$ cat config.mk
export PLATFORM = sky130hd
export DESIGN_NAME = mem_arbiter
export DESIGN_NICKNAME = d
export VERILOG_FILES = /design/src/rtl/mem_arbiter.sv
export SDC_FILE = /design/constraint.sdc
export NUM_CORES = 1
export LEC_CHECK = 0
export ABC_AREA = 1
export CAP_MARGIN = 15
export CORE_MARGIN = 2
export CORE_UTILIZATION = 53
export DETAILED_ROUTE_END_ITERATION = 12
export DONT_BUFFER_PORTS = 1
export PLACE_DENSITY = 0.68
export SYNTH_ARGS = -nofsm -noshare
export SYNTH_HDL_FRONTEND = slang
export SYNTH_SLANG_ARGS = --single-unit
export TNS_END_PERCENT = 10
$ cat constraint.sdc
create_clock -name clk -period 1.7 [get_ports clk]
set_input_delay 0.34 -clock clk [delete_from_list [all_inputs] [get_ports clk]]
set_output_delay 0.34 -clock clk [all_outputs]
set_load 0.03 [all_outputs]
$ cat src/rtl/mem_arbiter.sv
// Two-port (instruction/data) arbiter in front of a single-port memory with fixed read latency.
// Latency: read ready at N+MEM_LAT+2, write ready at N+2 (N = cycle the request is first seen idle).
// Backpressure: one access in flight; requests are only looked at in IDLE, so callers hold until ready.
//
// Ports:
//   clk, rst                    clock and synchronous active-high reset
//   i_addr, i_oe                instruction fetch request
//   i_din, i_ready              instruction read data and one-cycle completion pulse
//   d_addr, d_oe, d_dout, d_we  data read/write request (d_we: [1]=high byte, [0]=low byte)
//   d_din, d_ready              data read data and one-cycle completion pulse
//   m_addr, m_oe, m_we, m_dout  memory command, driven only during the ISSUE cycle
//   m_din                       memory read data, valid MEM_LAT cycles after the m_oe cycle
module mem_arbiter #(
  parameter int MEM_LAT    = 1,
  parameter int STARVE_MAX = 4
) (
  input  logic        clk,
  input  logic        rst,
  input  logic [15:0] i_addr,
  input  logic        i_oe,
  output logic [15:0] i_din,
  output logic        i_ready,
  input  logic [15:0] d_addr,
  input  logic        d_oe,
  input  logic [15:0] d_dout,
  input  logic [1:0]  d_we,
  output logic [15:0] d_din,
  output logic        d_ready,
  output logic [15:0] m_addr,
  output logic        m_oe,
  output logic [1:0]  m_we,
  output logic [15:0] m_dout,
  input  logic [15:0] m_din
);

  localparam int              SW         = (STARVE_MAX < 1) ? 1 : $clog2(STARVE_MAX + 1);
  localparam logic [SW-1:0]   STARVE_LIM = SW'(STARVE_MAX);
  localparam logic [2:0]      WAIT_LAST  = 3'(MEM_LAT - 1);
  localparam logic            OWN_I      = 1'b0;
  localparam logic            OWN_D      = 1'b1;

  typedef enum logic [1:0] {IDLE, ISSUE, WAIT, RESP} state_t;

  state_t        state;
  state_t        state_nxt;
  logic          owner;
  logic          is_wr;
  logic [2:0]    wait_cnt;
  logic [SW-1:0] starve_cnt;

  logic          i_req;
  logic          d_req;
  logic          i_win;
  logic          grant;
  logic          wait_done;

  // Arbitration and next-state decode. D normally wins; once I has lost
  // STARVE_MAX arbitrations in a row it is guaranteed the next grant.
  always_comb begin
    i_req     = i_oe;
    d_req     = d_oe | (|d_we);
    i_win     = i_req && (!d_req || (starve_cnt >= STARVE_LIM));
    grant     = (state == IDLE) && (i_req || d_req);
    wait_done = (wait_cnt == WAIT_LAST);
    state_nxt = state;
    case (state)
      IDLE:    if (grant) state_nxt = ISSUE;
      ISSUE:   state_nxt = is_wr ? RESP : WAIT;
      WAIT:    if (wait_done) state_nxt = RESP;
      RESP:    state_nxt = IDLE;
      default: state_nxt = IDLE;
    endcase
  end

  always_ff @(posedge clk) begin
    if (rst) state <= IDLE;
    else     state <= state_nxt;
  end

  // Datapath. m_addr/m_dout double as the latched request, so the memory
  // command is registered at grant and visible for the whole ISSUE cycle.
  // Ready pulses are registered on entry to RESP, so they line up with it.
  always_ff @(posedge clk) begin
    if (rst) begin
      owner      <= OWN_I;
      is_wr      <= 1'b0;
      wait_cnt   <= 3'd0;
      starve_cnt <= '0;
      i_ready    <= 1'b0;
      d_ready    <= 1'b0;
      i_din      <= 16'h0000;
      d_din      <= 16'h0000;
      m_addr     <= 16'h0000;
      m_oe       <= 1'b0;
      m_we       <= 2'b00;
      m_dout     <= 16'h0000;
    end else begin
      m_oe    <= 1'b0;
      m_we    <= 2'b00;
      i_ready <= 1'b0;
      d_ready <= 1'b0;
      case (state)
        IDLE: begin
          if (grant) begin
            owner  <= i_win ? OWN_I : OWN_D;
            m_addr <= i_win ? i_addr : d_addr;
            // Any byte enable makes it a write; d_oe is then ignored.
            if (!i_win && (|d_we)) begin
              is_wr  <= 1'b1;
              m_we   <= d_we;
              m_dout <= d_dout;
            end else begin
              is_wr  <= 1'b0;
              m_oe   <= 1'b1;
            end
            if (i_win)
              starve_cnt <= '0;
            else if (i_req && (starve_cnt < STARVE_LIM))
              starve_cnt <= starve_cnt + SW'(1);
          end
        end
        ISSUE: begin
          wait_cnt <= 3'd0;
          // Only the D port can write, so a write always completes on D.
          if (is_wr) d_ready <= 1'b1;
        end
        WAIT: begin
          wait_cnt <= wait_cnt + 3'd1;
          if (wait_done) begin
            if (owner == OWN_I) begin
              i_din   <= m_din;
              i_ready <= 1'b1;
            end else begin
              d_din   <= m_din;
              d_ready <= 1'b1;
            end
          end
        end
        default: ;
      endcase
    end
  end

endmodule

==> impl_metrics.csv, run 1 <==
group,metric,value,unit
clock_tree,cts_resized,0,
route,post-route-drc-count,0,
yosys,synth_xor_area_share,0.2540,%
setup_path,critPathTopFamily,"flip-flops",
pwr,seq_power_share,51.9,%
grt,grt_max_degree,34,
yosys,synth_adder_area_share,2.540,%
sta,layout_min_cycle_time,1.472,ns
clock_tree,cts.sinks,79,
grt,antenna_found_initial,0,
pwr,ir_drop,1.107,mV
setup_path,start_kind,"flop",
die,chipHeight,84.66,um
pwr,switching_share,45.25,%
clock_tree,post_cts_buffers,0,
yosys,synth-compound-area-share,9.724,%
grt,grt_use_total,20.54,%
die,num_rows,29,
place,post-place-ws,0.2222,ns
setup_path,critPathMaxFanout,32,
setup_path,critPathCaptureType,"flop",
finish,drive_gt1_share,8.705,%
sta,finalSetupViolations,0,
sta,setup_slack,0.2276,ns
clock_tree,path_clk_slew,0.09,ns
finish,finalNetCount,543,
yosys,syn_inst,472,
route,dr.pass1.iters,4,
sta,fin_skew,0.01240,ns
clock_tree,cts_tree,"built",
job,cap_violations,0,
yosys,yosys_warnings,0,
pwr,comb_power_share,28.1,%
pwr,power_density,1932,nW/um2
sta,slew_headroom,75.87,%
yosys,synth_mux_area_share,0,%
pwr,p_leak,1.743,nW
worst_hold_path,hold_class,"in -> reg",
sta,worst_pin_slew,0.3615,ns
yosys,syn_nets,549,
sta,slew_violations,0,
clock_tree,root_buffer,"clkbuf_8",
die,die-area,7167,um2
finish,area_delta_synth_final,6.531,%
setup_path,slowest_stage,"dfxtp_1",
yosys,ys_ff_latch,79,
place,io_buffers,0,
yosys,yosysUniqueCellTypes,26,
route,drtIter0Drc,108,
finish,utilization,58.18,%
die,start_util,54.62,%
place,gp_congestion,0.8034,
yosys,synth-simple-area-share,29.46,%
clock_tree,cts_max_level,3,
clock_tree,cts_hold_buffers,0,
setup_path,critPathRequiredTime,1.95,ns
setup_path,crit_buf_inv,4,
grt,grt_pass1_vias,2711,
route,ant_nets,0,
grt,grt_overflow,0,
sta,rsz0062_at_grt,"false",
die,die_w,84.66,um
setup_path,crit_arrival,1.72,ns
grt,grt_pass1_wl,12030,um
sta,period_share,86.61,%
sta,fin_tns_setup,0,ns
route,totalWireLength,7310,um
clock_tree,cts_buffer_depth,2,
route,wire_per_inst,13.34,um
pwr,switchingPower,3.211,mW
setup_path,critPathMaxStageDelay,0.39,ns
sta,max_freq,679.2,MHz
yosys,seq_area_frac_synth,45.86,%
pwr,power.internal,3.885,mW
die,core-area,6314,um2
route,viasPerCell,5.159,
yosys,synth_top_family_by_area,"simple AND/OR/NAND/NOR gates",
setup_path,r2r_slack,0.23,ns
pwr,report.power.total,7.096,mW
place,hpwlAfterDp,5025,um
route,vias,2827,
pwr,clkPwrFrac,20.0,%
setup_path,path_class,"reg -> reg",
die,io_pins,139,
yosys,synth_area,3448,um2
clock_tree,insertion_delay,0.35,ns
clock_tree,numCtsBuffers,9,
yosys,syn_area_per_cell,7.306,um2
finish,nFillCells,600,
sta,hold_viol_final,0,
setup_path,crit_chain,"inv_1 -> ha_1 -> nand2_2 -> inv_2 -> buf_12 -> nor2_1 -> nor2_1 -> nand2_1 -> inv_1",
finish,num_antenna_cells,0,
status,status,"finished clean",
## layout make-up
cell class / count / area (um2) / area share, %
multi-input cells: 300 / 1448 / 39.41
flip-flops and latches: 79 / 1582 / 43.05
repair buffers: 9 / 92.59 / 2.520
clock buffers: 9 / 123.9 / 3.372
clock inverters: 7 / 80.08 / 2.180
inverters: 67 / 251.5 / 6.846
well taps: 77 / 96.34 / 2.623
## layout by cell type, fill, tap and decap left out, types with 6 or more instances in the layout
cell type / n
a21oi_1: 22
buf_4: 7
clkbuf_8: 9
dfxtp_1: 79
ha_1: 7
inv_1: 61
inv_2: 6
nand2_1: 63
nand3_1: 37
nand4_1: 17
nor2_1: 104
o21ai_0: 34
## synth_stat cells
cell	instances	share of area, %
buf_4	2	0.44
a21oi_1	22	3.2
o21ai_0	34	4.9
nand2_1	63	6.9
buf_2	8	1.2
nor2_4	3	0.98
nand4_1	17	3.1
o211ai_2	1	0.36
nand3_1	37	5.4
clkbuf_1	7	0.76
a211oi_1	3	0.65
nand2_2	1	0.18
xnor2_1	1	0.25
inv_2	6	0.65
ha_1	7	2.5
o211ai_1	1	0.22
nor3_1	1	0.14
buf_1	2	0.22
a211oi_2	1	0.36
nand2_8	1	0.58
nor2_1	104	11
dfxtp_1	79	46
buf_6	7	2.3
inv_1	61	6.6
nand3_2	1	0.29
nand2_4	2	0.65
## per-layer routing
layer  part of all wire, %  track usage [%]  wire length [um]  up-vias
li1                      -                -                 -     1470
met1                    42            23.58              3037     1233
met5                     0                0                 0        -
met2                    47            33.93              3408      114
met3                    10            8.161               751       10
met4                   1.5            8.802               113        0
## flip-flops by register name, indices dropped and copies added (netlist names)
name	count
i_din	16
state	2
d_din	16
m_we	2
is_wr	1
m_addr	16
m_dout	16
wait_cnt	3
d_ready	1
starve_cnt	3
m_oe	1
owner	1
i_ready	1
## worst paths after layout
check | from | cells past startpoint | endpoint
worst min-delay path | rst | 1 | starve_cnt[1]$_SDFFE_PP0P_
worst max-delay path | state[0]$_SDFFE_PP0P_ | 9 | m_addr[9]$_SDFFE_PP0P_
worst max register to register | state[0]$_SDFFE_PP0P_ | 9 | m_addr[9]$_SDFFE_PP0P_
worst min register to register | starve_cnt[1]$_SDFFE_PP0P_ | 2 | starve_cnt[1]$_SDFFE_PP0P_
## metrics by stage
stage / hold slack, ns / std cells / instance area [um2]
detailed placement: 0.4174 / 532 / 3470
global route: 0.03380 / 548 / 3674
global placement: 0.4168 / 532 / 3470
floorplan: 0.4474 / 472 / 3448
finish: 0.05982 / 548 / 3674
CTS: 0.03338 / 548 / 3674
## power by group through the flow
stage	logic (mW)	registers (mW)	clock network, mW
after global routing	2.33	3.75	1.54
final	1.99	3.68	1.42
after floorplan	1.69	3.62	0
after detailed placement	2.00	3.73	0
after global placement	1.94	3.73	0
after CTS	2.01	3.69	1.47
## cell families (layout without fill, tap and decap cells)
logic type | count (synthesis) | in the layout
adder cells (fa/ha/maj) | 7 | 7
buffers and inverters | 93 | 92
AO/OA/AOI/OAI | 62 | 62
AND/OR/NAND/NOR | 230 | 230
flip-flops | 79 | 79
XOR/XNOR | 1 | 1
(Power assumes the default switching activity.)
==> inputs of run 2 (changes only) <==
--- a/config.mk
+++ b/config.mk
@@ -10,4 +10,5 @@
 export CORE_MARGIN = 2
 export CORE_UTILIZATION = 53
+export CTS_CLUSTER_DIAMETER = 120
 export DETAILED_ROUTE_END_ITERATION = 12
 export DONT_BUFFER_PORTS = 1
==> constraint.sdc (replaced) <==
create_clock -name clk -period 1.7 [get_ports clk]
set_input_delay 0.425 -clock clk [delete_from_list [all_inputs] [get_ports clk]]
set_output_delay 0.425 -clock clk [all_outputs]
set_load 0.03 [all_outputs]
==> run 2 against run 1 <==
Combinational power barely moved; worst setup slack got worse by 0.025 ns; first-iteration DRC count is 30% higher; sequential share of layout area grew 0.28 points; maximum frequency down 1.7%; global-route usage barely moved; clock skew decreased by 0.0015 ns; hold slack gained 0.092 ns; cell area fell by 0.65%; largest cell class unchanged.
==> impl_metrics.csv, run 2 (same netlist as run 1, synthesis figures left out) <==
group,metric,value,unit
status,status,"finished clean",
sta,fin_tns_setup,0,ns
grt,grt_pass1_wl,11990,um
grt,antenna_found_initial,0,
sta,worst_pin_slew,0.4099,ns
sta,hold_viol_final,0,
sta,fin_skew,0.01092,ns
finish,layout_common_cells,"nor2_1, dfxtp_1, nand2_1",
route,vias,2811,
die,die_w,84.66,um
die,core-area,6314,um2
finish,multiInputGateArea,1448,um2
sta,max_freq,667.9,MHz
sta,rsz0062_at_grt,"false",
pwr,ir_drop,1.048,mV
die,die-area,7167,um2
sta,layout_min_cycle_time,1.497,ns
route,ant_nets,0,
worst_hold_path,hold_class,"in -> reg",
clock_tree,insertion_delay,0.35,ns
setup_path,cp_common_cell,"inv_1",
grt,grt_pass1_vias,2745,
clock_tree,cts_resized,0,
setup_path,slowest_stage,"dfxtp_1",
clock_tree,numCtsBuffers,9,
place,dpl.cell_count,532,
finish,seq_area,1582,um2
setup_path,critPathMaxStageDelay,0.39,ns
clock_tree,path_clk_slew,0.08,ns
route,post-route-drc-count,0,
setup_path,crit_chain,"inv_1 -> ha_1 -> inv_1 -> o21ai_0 -> a211oi_1",
place,gp_congestion,0.8022,
job,cap_violations,0,
finish,fin_cells,548,
sta,slew_violations,0,
clock_tree,cts_tree,"built",
clock_tree,post_cts_buffers,0,
route,drtIter0Drc,140,
route,wire_per_inst,13.12,um
die,num_rows,29,
pwr,power_density,1889,nW/um2
finish,final_common_cell,"nor2_1",
die,io_pins,139,
place,placed_area,3470,um2
grt,grt_use_total,20.50,%
route,viasPerCell,5.130,
clock_tree,cts_buffer_depth,2,
clock_tree,cts.sinks,79,
finish,area_delta_synth_final,5.842,%
finish,fin_area,3650,um2
sta,slew_headroom,72.65,%
clock_tree,root_buffer,"clkbuf_8",
setup_path,critPathRequiredTime,1.92,ns
setup_path,crit_arrival,1.72,ns
finish,nFillCells,622,
setup_path,critPathMaxFanout,5,
clock_tree,cts_max_level,3,
grt,grt_overflow,0,
sta,finalSetupViolations,0,
grt,grt_max_degree,34,
place,post-place-ws,0.1652,ns
finish,drive_gt1_share,8.705,%
finish,finalNetCount,543,
setup_path,critPathCaptureType,"flop",
setup_path,start_kind,"flop",
place,hpwlAfterDp,5114,um
place,io_buffers,0,
die,start_util,54.62,%
pwr,p_leak,1.725,nW
route,dr.pass1.iters,4,
finish,num_antenna_cells,0,
sta,setup_slack,0.2028,ns
sta,period_share,88.07,%
clock_tree,cts_hold_buffers,0,
setup_path,path_class,"reg -> reg",
die,chipHeight,84.66,um
route,totalWireLength,7191,um
run 2: worst paths after layout:
check	startpoint	endpoint	slack [ns]	cells after the start
max	state[0]$_SDFFE_PP0P_	wait_cnt[1]$_SDFFE_PP0P_	0.20	5
min	rst	state[1]$_SDFFE_PP0P_	0.15	1
max reg2reg	state[0]$_SDFFE_PP0P_	wait_cnt[1]$_SDFFE_PP0P_	0.20	5
min reg2reg	starve_cnt[1]$_SDFFE_PP0P_	starve_cnt[1]$_SDFFE_PP0P_	0.48	2
run 2: cell type report:
cell class,count,area share (%)
flip-flops and latches,79,43.33
inverters,67,6.891
clock buffers,9,3.394
well taps,77,2.640
clock inverters,7,1.543
multi-input cells,300,39.66
repair buffers,9,2.537
run 2: report_power, final:
group	internal, mW	switching, mW	leakage, nW	total [mW]
Clock	0.541	0.713	0.0785	1.25
Sequential	2.40	1.28	0.648	3.68
Combinational	0.762	1.20	0.998	1.96
run 2: metal layers:
layer	wire, um	part of all wire (%)	vias to the layer above	track usage (%)
met5	0	0	-	0
met2	3336	46	99	34.14
met4	144	2.0	0	8.802
met1	2982	41	1234	23.71
met3	726	10	13	7.473
li1	-	-	1465	-
run 2: metrics by stage:
step / hold WS [ns] / total power, mW / util [%]
after floorplan: 0.4474 / 5.317 / -
after global placement: 0.4543 / 5.639 / 54.95
after detailed placement: 0.4648 / 5.706 / 54.95
after CTS: 0.1214 / 6.964 / 57.81
after global routing: 0.1265 / 7.427 / 57.81
final: 0.1520 / 6.895 / 57.81
run 2: critical path: cells and delay by family (launching register included):
kind / cells / cell delay (ns)
compound gates: 2 / 0.40
flops: 1 / 0.39
fa+ha+maj: 1 / 0.38
buf+inv: 2 / 0.20
==> RTL edit 1 (config.mk and constraints of run 1) <==
The 4 states of `state_t` get a one-hot encoding in 4 bits.
--- a/src/rtl/mem_arbiter.sv
+++ b/src/rtl/mem_arbiter.sv
@@ -39,7 +39,7 @@
   localparam logic            OWN_I      = 1'b0;
   localparam logic            OWN_D      = 1'b1;
 
-  typedef enum logic [1:0] {IDLE, ISSUE, WAIT, RESP} state_t;
+  typedef enum logic [3:0] {IDLE = 4'b0001, ISSUE = 4'b0010, WAIT = 4'b0100, RESP = 4'b1000} state_t;
 
   state_t        state;
   state_t        state_nxt;
Check against the original RTL: same outputs for any inputs over 10 cycles, from zero or initial values and one cycle with rst high; not proved beyond that.
==> RTL edit 1 against run 1 <==
  * Design area down 1.1%
  * Sequential cell count increased by 2
  * Final cell count increased by 1.5%
  * Via count decreased by 1.9%
  * Worst setup slack improved by 12 ps
  * Wire length down 4.6%
  * Area after synthesis decreased by 2.6%
  * Critical endpoint is now d_din[13]
  * Highest routed layer unchanged
Power is not compared: it rests on default switching activity, and its combinational part moved more than twofold at a synthesized area within 25%.
==> RTL edit 1: results (changes against run 1) <==
Nets 549 (was 543); Distinct cells, synth 25 (was 26); largest net degree at the start of global routing 47 (was 34); number of global-route vias before repair 2598 (was 2711); final RePlAce weighted congestion 0.7487 (was 0.8034); Final HPWL DP 4977 µm (was 5025 µm); met2 Track Usage GR 34.69% (was 33.93%); met3 routed wirelength 633 µm (was 751 µm); total number of vias 2773 (was 2827); dpl cells 540 (was 532); Cell Area, Placed 3436 µm² (was 3470 µm²); GR Util met1 23.53% (was 23.58%); Clock group 0.00139 W; vias per inst 4.987 (was 5.159); Wirelength per Cell 12.55 µm (was 13.34 µm); met2 WL 3290 µm (was 3408 µm); GRT Total Usage 20.20% (was 20.54%); Worst Max-Slew Pin Slew 378.7 ps (was 361.5 ps); Seq/Total Area, Yosys 48.30% (was 45.86%); met3 Track Usage GR 7.517% (was 8.161%); status complete, no violations (unchanged); first-pass GRT wire length 11750 µm (was 12030 µm); drt pass-1 iters 5 (was 4); maximum fanout along the worst path 16 (was 32); initial antenna violation count 0 (unchanged); leak pwr 1.662 nW; M1 WL 2984 µm (was 3037 µm); ratio of cells with drive above 1 in the final layout 8.316% (was 8.705%); starting DRC count in detailed routing 115 (was 108); deepest clock path buffer count 2 (unchanged); most frequent cells after synthesis nor2_1 (128), dfxtp_1 (81), inv_1 (66) (was nor2_1 (104), dfxtp_1 (79), nand2_1 (63)); fillers 593 (was 600)
[RTL edit 1: cells by family (layout without fill, tap and decap cells)]
| kind of cell | after synthesis | count (layout) | share of synthesized area [%] |
|---|---|---|---|
| buf+inv | 92 | 98 | 11.55 |
| fa+ha+maj | 3 | 3 | 1.118 |
| flops | 81 | 81 | 48.30 |
| compound gates | 68 | 68 | 10.29 |
| simple gates | 231 | 231 | 28.74 |
[RTL edit 1: path summary, 6_finish.rpt]
kind                               startpoint            end  slack (ps)  cells after the start
worst min register to register  starve_cnt[2]  starve_cnt[2]         460                      2
worst max-delay path                 state[1]      d_din[13]         240                      7
worst min-delay path                      rst      m_addr[9]          50                      1
worst max register to register       state[1]      d_din[13]         240                      7
[RTL edit 1: final cells by class]
type                       count  area, µm²  share of cell area (%)
clock buffer                  11      141.4                   3.893
clock inverter                 5      55.05                   1.516
inverter                      72      272.8                   7.509
multi-input combinational    302       1348                   37.10
sequential                    81       1622                   44.64
tap                           75      93.84                   2.584
timing repair buffer          10      100.1                   2.756
==> RTL edit 2 (settings of run 1) <==
Without the edit above. `STARVE_MAX`: 4 -> 8.
--- a/src/rtl/mem_arbiter.sv
+++ b/src/rtl/mem_arbiter.sv
@@ -12,7 +12,7 @@
 //   m_din                       memory read data, valid MEM_LAT cycles after the m_oe cycle
 module mem_arbiter #(
   parameter int MEM_LAT    = 1,
-  parameter int STARVE_MAX = 4
+  parameter int STARVE_MAX = 8
 ) (
   input  logic        clk,
   input  logic        rst,
Behaviour: no difference found for any inputs over 10 cycles, from zero or initial values and one cycle with rst high; that may be too few to reach the edited logic, so the function may still have changed.
==> RTL edit 2 against run 1 <==
  * Wire length is 1.8% lower
  * Final cell count increased by 1.6%
  * Clock power is 7% higher
  * Area after synthesis grew 3.3%
  * Worst setup slack worse by 6.5 ps
  * Largest power group unchanged
  * Sequential cell count increased by 1
  * Non-clock buffer count is the same
  * Count of clock-buffer cells in the layout rose by 2
  * Core utilization grew 1.4 points
  * Critical path type unchanged
  * Design area rose by 4.1%
  * Total power is 4.7% lower
==> RTL edit 2: results (changes against run 1) <==
Final HPWL DP 5171 µm (was 5025 µm); Routed WL 7180 µm (was 7310 µm); YS warnings 0 (unchanged); Hold Crit Class in2reg (unchanged); Seq/Total Area, Yosys 44.98% (was 45.86%); GRT Total Usage 20.26% (was 20.54%); status complete, no violations (unchanged); dpl cells 541 (was 532); Distinct cells, synth 25 (was 26); Peak supply drop 0.7331 mV (was 1.107 mV); reg2reg path depth 6 (was 9); initial antenna violation count 0 (unchanged); final RePlAce weighted congestion 0.7519 (was 0.8034); Post-Layout Cell Count 557 (was 548); first-pass GRT wire length 12160 µm (was 12030 µm); Mapped Avg Cell Area 7.419 µm² (was 7.306 µm²); drt pass-1 iters 4 (unchanged); H-tree Lvls 3 (unchanged); total CTS buffers 9 (unchanged); worst skew pair latency 340 ps; CTS Root Cell clkbuf_8 (unchanged); ratio of cells with drive above 1 in the final layout 12.71% (was 8.705%); maximum fanout along the worst path 17 (was 32); Nets 553 (was 543); CP arrival 1750 ps (was 1720 ps); number of global-route vias before repair 2683 (was 2711); hold depth 1 (unchanged); deepest clock path buffer count 2 (unchanged); Cell Area, Placed 3600 µm² (was 3470 µm²); starting DRC count in detailed routing 106 (was 108); dpl ws 179.8 ps (was 222.2 ps); Synth async-reset ratio 0% (unchanged); clk_skew 10.86 ps (was 12.40 ps); # diodes 0 (unchanged); port buffer count 0 (unchanged); worst rel slew slack 65.33% (was 75.87%); crit-path max cell delay 360 ps (was 390 ps); most frequent cells after synthesis nor2_1 (86), dfxtp_1 (80), inv_1 (76) (was nor2_1 (104), dfxtp_1 (79), nand2_1 (63)); clock-pin slew on the worst setup and hold paths 80 ps; top cells by area, synth dfxtp_1 (45%), nor2_1 (9.1%), inv_1 (8.0%), nand2_1 (6.5%), o21ai_0 (4.8%) (was dfxtp_1 (46%), nor2_1 (11%), nand2_1 (6.9%), inv_1 (6.6%), nand3_1 (5.4%)); Top delay family on crit path simple AND/OR/NAND/NOR gates (was flip-flops); leak pwr 1.743 nW (about the same); total number of vias 2791 (was 2827); CP max stage cell nor2_4 (was dfxtp_1); fillers 638 (was 600); largest net degree at the start of global routing 34 (unchanged)
RTL edit 2: changes by cell type after synthesis, moves of 2 or more:
cell,change
a21oi_2,+10
buf_2,-5
clkbuf_1,+4
inv_1,+15
inv_2,-3
nand2_2,+11
nand2_4,-2
nand3_1,-14
nand3_2,+9
nor2_1,-18
xor2_1,+2
RTL edit 2: layout make-up:
class / instances / area (µm²) / area share (%)
sequential: 80 / 1602 / 41.88
timing repair buffer: 9 / 92.59 / 2.421
clock buffer: 11 / 141.4 / 3.698
multi-input combinational: 296 / 1513 / 39.56
tap: 77 / 96.34 / 2.520
inverter: 79 / 299.0 / 7.821
clock inverter: 5 / 80.08 / 2.094
RTL edit 2: repair_timing:
item / in CTS / in global routing
gates resized for setup: 0 / 2
endpoints found under the setup margin: 0 / 1
buffers inserted: 0 / 0
RTL edit 2: cells by family after synthesis:
group | share of synthesized area (%)
flip-flops | 44.98
buffers and inverters | 12.54
XOR/XNOR | 0.7380
adder cells (fa/ha/maj) | 2.811
AO/OA/AOI/OAI | 11.24
AND/OR/NAND/NOR | 27.69
RTL edit 2: worst paths after layout:
kind	endpoint	startpoint	slack (ps)
setup / recovery	m_we[1]	state[1]	220
hold / removal	m_addr[7]	rst	70
setup reg to reg	m_we[1]	state[1]	220
hold reg to reg	is_wr	is_wr	480
RTL edit 2: where the power goes:
group | total (W) | switching [W] | internal (W)
logic | 0.00177 | 0.00112 | 0.000649
clock network | 0.00152 | 0.000656 | 0.000865
registers | 0.00347 | 0.00112 | 0.00236
RTL edit 2: routing by layer:
metal,track usage [%],vias up,routed length [µm]
li1,-,1485,-
met1,24.96,1209,3294
met2,32.42,90,3306
met3,7.122,7,507
met4,7.937,0,71
met5,0,-,0
